--- config.mk ---
export PLATFORM = sky130hd
export DESIGN_NAME = lane_os_counter_bank
export DESIGN_NICKNAME = d
export VERILOG_FILES = /design/src/rtl/lane_os_counter_bank.sv
export SDC_FILE = /design/constraint.sdc
export NUM_CORES = 1
export LEC_CHECK = 0
export ABC_AREA = 1
export BUFFER_PORTS_ARGS = -buffer_cell sky130_fd_sc_hd__buf_2
export CORE_ASPECT_RATIO = 0.9
export CORE_MARGIN = 4
export CORE_UTILIZATION = 40
export CTS_BUF_LIST = sky130_fd_sc_hd__clkbuf_8
export DETAILED_ROUTE_END_ITERATION = 8
export HOLD_SLACK_MARGIN = 0.15
export SKIP_CTS_REPAIR_TIMING = 1
export SYNTH_ARGS = -nofsm -noshare
export SYNTH_HDL_FRONTEND = slang
export SYNTH_SLANG_ARGS = --single-unit
--- constraint.sdc ---
create_clock -name clk -period 4.7 [get_ports clk]
set_input_delay 0 -clock clk [delete_from_list [all_inputs] [get_ports clk]]
set_output_delay 0 -clock clk [all_outputs]
set_load 0.01 [all_outputs]
--- src/rtl/lane_os_counter_bank.sv ---
// Per-lane consecutive ordered-set counters feeding the RX LTSSM.
// Each lane counts qualifying TS1/TS2/IDLE sets and flags when the requested run length is reached.
module lane_os_counter_bank #(
   parameter int MAXLANES = 16,
   parameter int CNTW     = 5
) (
   input  logic                     clk,
   input  logic                     reset,
   input  logic [3:0]               substate,
   input  logic [4:0]               comparatorsCount,
   input  logic [MAXLANES-1:0]      resetOsCheckers,
   input  logic [MAXLANES-1:0]      osValid,
   input  logic [3*MAXLANES-1:0]    osType,
   input  logic [8*MAXLANES-1:0]    osLinkNum,
   input  logic [MAXLANES-1:0]      osLinkPad,
   input  logic [MAXLANES-1:0]      osLanePad,
   output logic [MAXLANES-1:0]      countersComparators,
   output logic [CNTW*MAXLANES-1:0] laneCount
);

   typedef enum logic [3:0] {
      DETECT_QUIET      = 4'd0,
      DETECT_ACTIVE     = 4'd1,
      POLLING_ACTIVE    = 4'd2,
      POLLING_CONFIG    = 4'd3,
      LINK_WIDTH_START  = 4'd4,
      LINK_WIDTH_ACCEPT = 4'd5,
      LANENUM_WAIT      = 4'd6,
      LANENUM_ACCEPT    = 4'd7,
      CONFIG_COMPLETE   = 4'd8,
      CONFIG_IDLE       = 4'd9
   } substate_t;

   typedef enum logic [2:0] {
      OS_OTHER = 3'd0,
      OS_TS1   = 3'd1,
      OS_TS2   = 3'd2,
      OS_SKP   = 3'd3,
      OS_EIOS  = 3'd4,
      OS_EIEOS = 3'd5,
      OS_IDLE  = 3'd6
   } osType_t;

   logic [MAXLANES-1:0][CNTW-1:0] cnt, cntNext;
   logic [MAXLANES-1:0][7:0]      linkCap, capNext;
   logic [MAXLANES-1:0]           cmpNext;
   logic [3:0]                    substateQ;
   logic [CNTW-1:0]               thr;
   logic                          subChange;
   logic                          linkTracked;

   function automatic logic qualifies(input logic [3:0] sub, input logic [2:0] typ,
                                      input logic linkPad, input logic lanePad);
      logic q;
      q = 1'b0;
      case (sub)
         POLLING_ACTIVE:    q = (typ == OS_TS1 || typ == OS_TS2) && linkPad && lanePad;
         POLLING_CONFIG:    q = (typ == OS_TS2) && linkPad && lanePad;
         LINK_WIDTH_START:  q = (typ == OS_TS1) && !linkPad && lanePad;
         LINK_WIDTH_ACCEPT: q = (typ == OS_TS1) && !linkPad && !lanePad;
         LANENUM_WAIT, LANENUM_ACCEPT, CONFIG_COMPLETE:
                            q = (typ == OS_TS2) && !linkPad && !lanePad;
         CONFIG_IDLE:       q = (typ == OS_IDLE);
         default:           q = 1'b0;
      endcase
      return q;
   endfunction

   assign thr         = CNTW'(comparatorsCount);
   assign subChange   = (substate != substateQ);
   assign linkTracked = (substate >= LINK_WIDTH_START) && (substate <= CONFIG_COMPLETE);
   assign laneCount   = cnt;

   always_comb begin
      cntNext = cnt;
      capNext = linkCap;
      cmpNext = '0;
      for (int unsigned i = 0; i < MAXLANES; i++) begin
         if (!resetOsCheckers[i] || subChange) begin
            cntNext[i] = '0;
         end else if (!osValid[i]) begin
            cntNext[i] = cnt[i];
         end else if (osType[3*i +: 3] == OS_SKP || osType[3*i +: 3] == OS_EIEOS) begin
            cntNext[i] = cnt[i];
         end else if (qualifies(substate, osType[3*i +: 3], osLinkPad[i], osLanePad[i])) begin
            // In link-number substates a run only continues while the link number is stable.
            if (linkTracked && (cnt[i] == '0 || osLinkNum[8*i +: 8] != linkCap[i])) begin
               cntNext[i] = CNTW'(1);
               capNext[i] = osLinkNum[8*i +: 8];
            end else if (cnt[i] != '1) begin
               cntNext[i] = cnt[i] + 1'b1;
            end
         end else begin
            cntNext[i] = '0;
         end
         cmpNext[i] = resetOsCheckers[i] && (cntNext[i] >= thr);
      end
   end

   always_ff @(posedge clk or negedge reset) begin
      if (!reset) begin
         cnt                 <= '0;
         linkCap             <= '0;
         countersComparators <= '0;
         substateQ           <= '1;
      end else begin
         cnt                 <= cntNext;
         linkCap             <= capNext;
         countersComparators <= cmpNext;
         substateQ           <= substate;
      end
   end

endmodule

==> impl_metrics.toml <==
[sta]
hold_violations = 0
clock.fmax_mhz = 262.3
fin_skew_ps = 21.72
tns_ps = 0
tightest_slew_ps = 1176
worst_slack_ps = 887.9
grt_setup_unrepaired = "no"
min_period_over_period_pct = 81.11
slew_headroom_pct = 21.54
setup_viol_count_final = 0
min_period_ps = 3812
finalMaxSlewViolations = 0

[synthesis]
synth_edf_count = 0
ys.flop_type = "dfrtp_1"
netlist_instances = 2900
synth.top_cell.area_share_pct = 30.71
synth_fp_nets = 3263
synth.top_cells.by_count = "nand2_1 (986), inv_1 (467), nor2_1 (372), nand3_1 (369), dfrtp_1 (224)"
synth_most_common_cell = "nand2_1"
synth-async-reset-ratio_pct = 100.0
yosys_warnings = 0
synth_area_leader_cell = "dfrtp_1"
netlist_area_sq_um = 18250
synth_area_leaders = "dfrtp_1 (31%), nand2_1 (20%), nand3_1 (10%), inv_1 (9.6%), ha_1 (7.7%)"
avgSynthCellArea_sq_um = 6.294
ys_ff_latch = 228
ys_seq_area_share_pct = 31.29
synth_cell_types = 33

[finish]
syn2layout_area_growth_pct = 36.13
fin_area_sq_um = 24850
nets = 3970
drive_gt1_share_pct = 13.58

[cts]
cts_tree = "done"
cts_made_buffers = 45
clk_latency_ps = 590
cts.path.max_buffers = 3
cts.clk_slew.worst_paths_ps = 60
cts.sinks = 228
cts-htree-levels = 2
clockRootBuffer = "clkbuf_8"

[floorplan]
core_area_sq_um = 44660
num_rows = 73
die_h_um = 210.6
die_x_um = 233.2
io_pins = 347
dieArea_sq_um = 49110
initial_core_util_pct = 40.86

[global_route]
use_met3_pct = 5.690
antenna_found_initial = 9
met2_usage_pct = 37.00
grt_pass1_wl_mm = 91.51
met1_usage_pct = 30.49
grt_overflow = 0
grtUsageTotal_pct = 22.93
grt_max_degree = 107
top_usage_layer = "met2"
grt_pass1_vias = 18070

[routing]
via_per_inst = 4.874
drt_wl_total_mm = 62.63
drt_first_pass_iters = 6
ant_nets = 0
num_vias = 20700
drc_errors = 0
wire_per_inst_um = 14.74
drt_iter0_drc = 1420

[critical_path]
start_kind = "input port"
crit_required_ps = 5220
cp_cell_sequence = "dlygate4sd3_1 > buf_2 > nor2_4 > nand3_2 > nand2_2 > nand2_1 > nor3_4 > nand3_1 > dlygate4sd3_1 > nand2_1 > dlygate4sd3_1"
worst-path-max-fanout = 29
cp_top_family = "simple AND/OR/NAND/NOR gates"
crit_arrival_ps = 4330
critical_path.slowest_cell = "nand2_2"
slowest_delay_ps = 830
end_kind = "register"
cp_common_cell = "dlygate4sd3_1"
critPathBufInv = 4
critPathKind = "in2reg"

[placement]
placed_cell_area_sq_um = 20680
dp_hpwl_mm = 43.28
dp_slack_ps = 1439
numPortBuffers = 346
gp_congestion = 0.9230

[pwr]
irDropWorstVdd_uv = 171.4
p_leak_nw = 13.77
p_per_area_nw_per_um2 = 190.7

[job]
drv_cap = 0

[outcome]
status = "finished, final reports clean"

[min_path]
hold_path.class = "in2reg"
-- logic make-up (layout without fill, tap and decap cells) --
family / Yosys count / after routing / share of synthesized area [%]
xor gates and xnor gates: 55 / 55 / 2.639
DFF: 228 / 228 / 31.29
and+or+nand+nor: 1827 / 1827 / 42.42
buffers and inverters: 490 / 1229 / 10.34
adders and majority gates: 112 / 112 / 7.678
other: 0 / 9 / 0
AOI/OAI and AO/OA: 188 / 188 / 5.628
-- registers in the layout (all words and copies together) (netlist names) --
name and cells:
substateQ 4, countersComparators 16, linkCap 128, laneCount 80
-- final cells by class --
| cell class | count | area (sq um) |
|---|---|---|
| Clock buffer | 55 | 757.0 |
| Fill cell | 4210 | 19820 |
| Inverter | 469 | 1760 |
| Timing Repair Buffer | 681 | 5092 |
| Multi-Input combinational cell | 2182 | 10660 |
| Sequential cell | 228 | 5710 |
| Antenna cell | 9 | 22.52 |
| Tap cell | 600 | 750.7 |
| Clock inverter | 24 | 96.34 |
-- routing by layer --
| metal | share of wire (%) | up-vias | routed length, um |
|---|---|---|---|
| met2 | 46 | 644 | 28880 |
| met1 | 43 | 9470 | 27120 |
| met4 | 2.8 | 8 | 1773 |
| met5 | 0.067 | - | 42 |
| li1 | - | 10450 | - |
| met3 | 7.7 | 136 | 4812 |
-- per-stage QoR --
step                      instances  power [mW]  utilization [%]  hold slack, ps
after detailed placement       3831       2.670            46.30           144.7
after global placement         3831       2.652            46.30           154.8
after global routing           4244       4.998            55.61           143.3
after CTS                      3910       4.672            48.21          -508.7
final                          4248       4.738            55.63           67.27
after floorplan                2900       2.354                -          -295.6
-- where the power goes --
part / internal (mW) / total [mW] / switching (mW)
sequential: 1.98 / 1.99 / 0.00901
clock: 1.05 / 1.97 / 0.924
combinational: 0.318 / 0.778 / 0.460
total: 3.35 / 4.74 / 1.39
-- worst reg2reg max path, stage by stage, from the launching register on --
cell and delay (ps):
dfstp_2 520, xor2_1 50, nor2_1 100, and2_2 780, nand2_2 310, nor3_4 480
nand3_1 160, dlygate4sd3_1 610, nand2_1 100, dlygate4sd3_1 580
-- path summary, 6_finish.rpt --
| kind | startpoint | endpoint | slack (ps) | cells after the start |
|---|---|---|---|---|
| worst max-delay path | substate[1] | linkCap[126]$_DFFE_PN0P_ | 890 | 11 |
| worst min-delay path | osLinkPad[9] | linkCap[75]$_DFFE_PN0P_ | 70 | 7 |
| worst max register to register | substateQ[1]$_DFF_PN1_ | linkCap[126]$_DFFE_PN0P_ | 920 | 9 |
| worst min register to register | linkCap[108]$_DFFE_PN0P_ | linkCap[108]$_DFFE_PN0P_ | 490 | 2 |
| max in group asynchronous | reset | linkCap[114]$_DFFE_PN0P_ | 2890 | 4 |
| min in group asynchronous | reset | linkCap[103]$_DFFE_PN0P_ | 610 | 3 |
-- cell usage in the layout (no fill, tap or decap), drive strengths merged --
master	netlist	layout
dfrtp	224	224
nand2	1013	1013
nand3	389	389
xnor2	48	48
nor4	1	1
nand3b	3	3
nor3	19	19
a31oi	1	1
a21oi	107	107
diode	0	9
buf	17	352
dfstp	4	4
o21a	16	16
clkbuf	4	55
xor2	7	7
clkinv	0	5
nor3b	1	1
o21ai	46	46
nand4	5	5
o21bai	18	18
ha	112	112
dlygate4sd3	0	329
inv	469	488
nor2	395	395
and2	1	1
No activity file was read; power rests on OpenSTA's default activity.
